$ cat src/rtl/instr_cache_dm.sv
// Direct-mapped instruction cache: one-cycle hits, stalling line refill over a
// word-per-beat req/ack bus, and a global invalidate for code reload.
module instr_cache_dm #(
    parameter int INSTR_SIZE  = 32,
    parameter int N           = 32,
    parameter int INDEX_BITS  = 4,
    parameter int OFFSET_BITS = 2
) (
    input  logic                  clk,
    input  logic                  rst,
    input  logic                  read_enable,
    input  logic [N-1:0]          PC,
    input  logic                  invalidate,
    output logic [INSTR_SIZE-1:0] instr,
    output logic                  instr_valid,
    output logic                  stall,
    output logic                  mem_req,
    output logic [N-1:0]          mem_addr,
    input  logic                  mem_ack,
    input  logic [INSTR_SIZE-1:0] mem_data
);

    localparam int TAG_BITS = N - 2 - INDEX_BITS - OFFSET_BITS;
    localparam int LINES    = 2 ** INDEX_BITS;
    localparam int WORDS    = 2 ** (INDEX_BITS + OFFSET_BITS);

    localparam logic [0:0] STATE_IDLE   = 1'b0;
    localparam logic [0:0] STATE_REFILL = 1'b1;

    logic [INSTR_SIZE-1:0]  data_mem [WORDS];
    logic [TAG_BITS-1:0]    tag_mem  [LINES];
    logic [LINES-1:0]       valid;
    logic [0:0]             state;
    logic [OFFSET_BITS-1:0] cnt;
    logic [OFFSET_BITS-1:0] cnt_next;
    logic                   drop;

    logic [TAG_BITS-1:0]    pc_tag;
    logic [INDEX_BITS-1:0]  pc_idx;
    logic [OFFSET_BITS-1:0] pc_off;
    logic [TAG_BITS-1:0]    ref_tag;
    logic [INDEX_BITS-1:0]  ref_idx;
    logic                   pc_byte_unused;

    logic hit;
    logic lookup;
    logic start_refill;
    logic beat;
    logic last_beat;

    assign pc_off         = PC[OFFSET_BITS+1:2];
    assign pc_idx         = PC[OFFSET_BITS+2 +: INDEX_BITS];
    assign pc_tag         = PC[N-1 -: TAG_BITS];
    assign pc_byte_unused = ^PC[1:0];

    // The line being refilled is identified by the upper bits of mem_addr,
    // which stay fixed for the whole refill.
    assign ref_tag = mem_addr[N-1 -: TAG_BITS];
    assign ref_idx = mem_addr[OFFSET_BITS+2 +: INDEX_BITS];

    assign hit          = valid[pc_idx] & (tag_mem[pc_idx] == pc_tag);
    assign lookup       = (state == STATE_IDLE) & read_enable & ~invalidate;
    assign start_refill = lookup & ~hit;
    assign beat         = (state == STATE_REFILL) & mem_req & mem_ack;
    assign last_beat    = beat & (&cnt);
    assign cnt_next     = cnt + OFFSET_BITS'(1);

    assign stall = (state == STATE_REFILL) | start_refill;

    always_ff @(posedge clk) begin
        if (rst) begin
            state       <= STATE_IDLE;
            valid       <= '0;
            instr       <= '0;
            instr_valid <= 1'b0;
            mem_req     <= 1'b0;
            mem_addr    <= '0;
            cnt         <= '0;
            drop        <= 1'b0;
        end else begin
            instr_valid <= 1'b0;
            if (invalidate) begin
                valid <= '0;
            end
            case (state)
                STATE_IDLE: begin
                    if (lookup && hit) begin
                        instr       <= data_mem[{pc_idx, pc_off}];
                        instr_valid <= 1'b1;
                    end else if (start_refill) begin
                        state    <= STATE_REFILL;
                        cnt      <= '0;
                        mem_req  <= 1'b1;
                        mem_addr <= {pc_tag, pc_idx, {OFFSET_BITS{1'b0}}, 2'b00};
                    end
                end
                default: begin
                    if (invalidate) begin
                        drop <= 1'b1;
                    end
                    if (beat) begin
                        // Offset wraps to zero on the last beat, so mem_addr
                        // returns to the line base instead of leaving the line.
                        cnt      <= cnt_next;
                        mem_addr <= {ref_tag, ref_idx, cnt_next, 2'b00};
                    end
                    if (last_beat) begin
                        state   <= STATE_IDLE;
                        mem_req <= 1'b0;
                        drop    <= 1'b0;
                        if (!drop && !invalidate) begin
                            valid[ref_idx] <= 1'b1;
                        end
                    end
                end
            endcase
        end
    end

    // NOTE: data and tag arrays carry no reset; the valid vector alone decides
    // whether their contents mean anything, which keeps them RAM-inferable.
    always_ff @(posedge clk) begin
        if (beat && !rst) begin
            data_mem[{ref_idx, cnt}] <= mem_data;
            if (&cnt) begin
                tag_mem[ref_idx] <= ref_tag;
            end
        end
    end

endmodule

$ cat config.mk
export PLATFORM = sky130hd
export DESIGN_NAME = instr_cache_dm
export DESIGN_NICKNAME = d
export VERILOG_FILES = /design/src/rtl/instr_cache_dm.sv
export SDC_FILE = /design/constraint.sdc
export NUM_CORES = 2
export LEC_CHECK = 0
export CAP_MARGIN = 20
export CORE_MARGIN = 10
export CORE_UTILIZATION = 50
export CTS_CLUSTER_SIZE = 10
export DETAILED_ROUTE_END_ITERATION = 16
export PLACE_DENSITY_LB_ADDON = 0.3
export RECOVER_POWER = 25
export SYNTH_ARGS = -nofsm -noshare
export SYNTH_HDL_FRONTEND = slang
export SYNTH_SLANG_ARGS = --single-unit
$ cat constraint.sdc
create_clock -name clk -period 8.4 [get_ports clk]
set_clock_uncertainty 0.05 [all_clocks]
set_input_delay 2.52 -clock clk [delete_from_list [all_inputs] [get_ports clk]]
set_output_delay 2.52 -clock clk [all_outputs]
set_load 0.1 [all_outputs]
==> results.json <==
{
  "status": "finished with violations",
  "violations": "capacitance limit, slew limit",
  "synth.avg_cell_area_um2": 23.2,
  "tightest_slew_ns": 2.50,
  "grtUsageMet3_pct": 4.33,
  "ctsLongestPathBuffers": 4,
  "setup_viol": 0,
  "avgRoutedWirePerCell_um": 31.9,
  "yosysTopAreaCell": "edfxtp_1",
  "grt_pass1_wl_mm": 335,
  "cp.arrival_ns": 5.61,
  "final_layout_size_suffix_gt1_share_pct": 29.7,
  "grt_overflow": 0,
  "cts_tree": "done",
  "crit_type": "input pin to output pin",
  "ys_seq_elements": 2514,
  "dpl.hpwl_mm": 132,
  "max_freq_mhz": 122,
  "grt_max_degree": 81,
  "num_vias": 45690,
  "worstPathMaxFanout": 29,
  "cpPeakStageDelay_ns": 0.54,
  "period_share_pct": 97.4,
  "cp_num_buf_inv": 3,
  "synthesis.area_mm2": 0.0973,
  "vdd_drop_max_uv": 181,
  "num_io_pins": 136,
  "final_common_cell": "edfxtp_1",
  "crit_chain": "clkbuf_8 -> buf_4 -> mux4_2 -> mux2i_1 -> xnor2_1 -> nor4_1 -> a31oi_1 -> a2111oi_1 -> nand4_1 -> a21o_1 -> buf_12",
  "whs_ns": 0.422,
  "rsz0062_at_grt": "false",
  "drc": 0,
  "ys_warn_count": 0,
  "fin_nets": 4669,
  "hold_buffers": 0,
  "synthArstFlopShare_pct": 0,
  "rows": 161,
  "yosysTopAreaCellShare_pct": 75.0,
  "end_kind": "output pin",
  "slew_viol_final": 866,
  "crit_family": "buffers and inverters",
  "timing.max_cap.violations": 15,
  "synth_edf_count": 2432,
  "placement.io_buffers": 131,
  "met1_usage_pct": 29.8,
  "ant_nets": 0,
  "synthesis.instances": 4189,
  "numCtsBuffers": 303,
  "clockRootBuffer": "clkbuf_16",
  "fin_crit_ns": 8.18,
  "yosysSeqAreaShare_pct": 76.7,
  "viasPerCell": 6.32,
  "start_util_pct": 50.4,
  "clock-sinks": 2514,
  "critPathLaunchType": "input pin",
  "dr.pass1.iters": 5,
  "relSlewSlack_pct": -66.8,
  "grt.total_usage_pct": 21.7,
  "leakage_nw": 34.7,
  "synth.area.top_cells": "edfxtp_1, mux4_2, dfxtp_1, mux2i_1, clkbuf_1",
  "fin_setup_tns_ns": 0,
  "finalHoldViolations": 0,
  "ctsHtreeMaxLevel": 5,
  "first_iter_violations": 5644,
  "antenna_found_initial": 11,
  "grt_pass1_vias": 46771,
  "insertion_delay_ns": 0.92,
  "grt.busiest_layer": "met2",
  "syn_to_final_growth_pct": 14.4,
  "hp-class": "flop to flop",
  "dieHeight_um": 461,
  "synth.distinct_cells": 69,
  "final_cell_mix": "edfxtp_1, mux4_2, clkbuf_16, buf_4, clkbuf_1",
  "routed_wl_mm": 230,
  "cp_data_required_time_ns": 5.83,
  "power_density_mw_per_mm2": 237,
  "grtUsageMet2_pct": 35.3,
  "synthFlopType": "edfxtp_1",
  "dieArea_mm2": 0.213,
  "slowest_stage": "mux4_2",
  "die_w_um": 461,
  "ff2ff_setup_slack_ns": 4.35,
  "core_area_mm2": 0.193,
  "gp_congestion": 0.815,
  "cts.clk_slew.worst_paths_ns": 0.05
}
[routing by layer]
metal / wire, um / vias to the layer above / part of all wire (%)
li1: - / 18601 / -
met1: 90100 / 24564 / 39
met2: 114000 / 2088 / 49
met3: 19000 / 435 / 8.3
met4: 7160 / 2 / 3.1
met5: 13 / - / 0.0056
[power by group]
group	switching [mW]	internal, mW
logic	0.768	0.531
registers	0.0593	13.8
clock network	4.58	6.63
total	5.41	21.0
[logic make-up after synthesis]
kind of cell               Yosys count  share of synthesized area (%)
DFF                               2514                           76.7
muxes                              855                           18.6
and+or+nand+nor                    400                           2.28
buffers and inverters              251                           1.17
AOI/OAI and AO/OA                  130                          0.869
xor gates and xnor gates            37                          0.333
adders and majority gates            1                         0.0129
other                                1                        0.00385
[path summary, 6_finish.rpt]
kind,start,end,depth (start not counted)
hold / removal,valid[3],valid[3],2
hold reg to reg,valid[3],valid[3],2
setup reg to reg,state,data_mem[30][8],5
setup / recovery,PC[5],stall,11
[state kept, by name (all words and copies together), names as in the netlist]
name         cells
mem_addr        29
instr_valid      1
tag_mem        384
state            1
data_mem      2048
mem_req          1
instr           32
valid           16
drop             1
cnt              1
[cells in the mapped netlist (2+ instances only)]
master     count
nor4_1         5
clkbuf_1     173
a22oi_1       28
mux2_1         6
and3_1         4
nor3_1        11
nor2b_1       42
o21ai_1        3
a21oi_1       27
a2111oi_1      2
o22ai_1        4
or3_1          4
or3b_2         2
a311oi_1       4
mux2_2         8
nand3b_1       5
dfxtp_1       82
nand4_1       29
a211oi_1       8
o21ai_0       31
buf_2         17
inv_1          2
buf_1         26
nand2_1       28
xor2_1        14
edfxtp_1    2432
a211o_1        2
inv_2          2
a31oi_1        3
mux2i_1       78
mux4_2       762
o2111ai_1      3
nand2b_1      98
buf_4         14
nor2_1        98
buf_6         17
nand3_1       35
nor3b_1       27
xnor2_1       23
[worst reg2reg max path, stage by stage (launching register included)]
cell     delay (ns)
dfxtp_1        0.44
nand3_1        0.17
nor3_1         0.68
nand3_1        0.97
nor2_4         1.05
buf_4          0.37
[timing repair]
item / in CTS / in global routing
buffers inserted: 0 / 0
resized for setup: 0 / 2
setup endpoints to repair: 0 / 1
[final cells by class]
type | count | area [um^2]
antenna | 2 | 5.00
clock buffer | 392 | 8040
clock inverter | 11 | 129
fill | 13637 | 81600
inverter | 4 | 16.3
multi-input combinational | 1425 | 22100
sequential | 2514 | 74700
tap | 2526 | 3160
timing repair buffer | 351 | 3200
[through the flow]
step	instances	total power, mW	util (%)	area [um^2]	worst slack, ns
6_report	7225	26.4	57.7	111000	0.219
5_1_grt	7223	27.1	57.7	111000	0.00921
4_1_cts	7194	26.5	57.5	111000	0.175
3_5_place_dp	6791	15.4	53.3	103000	0.189
3_3_place_gp	6790	15.4	53.3	103000	0.243
2_1_floorplan	4190	14.9	-	97300	0.333
(Power assumes the default switching activity.)
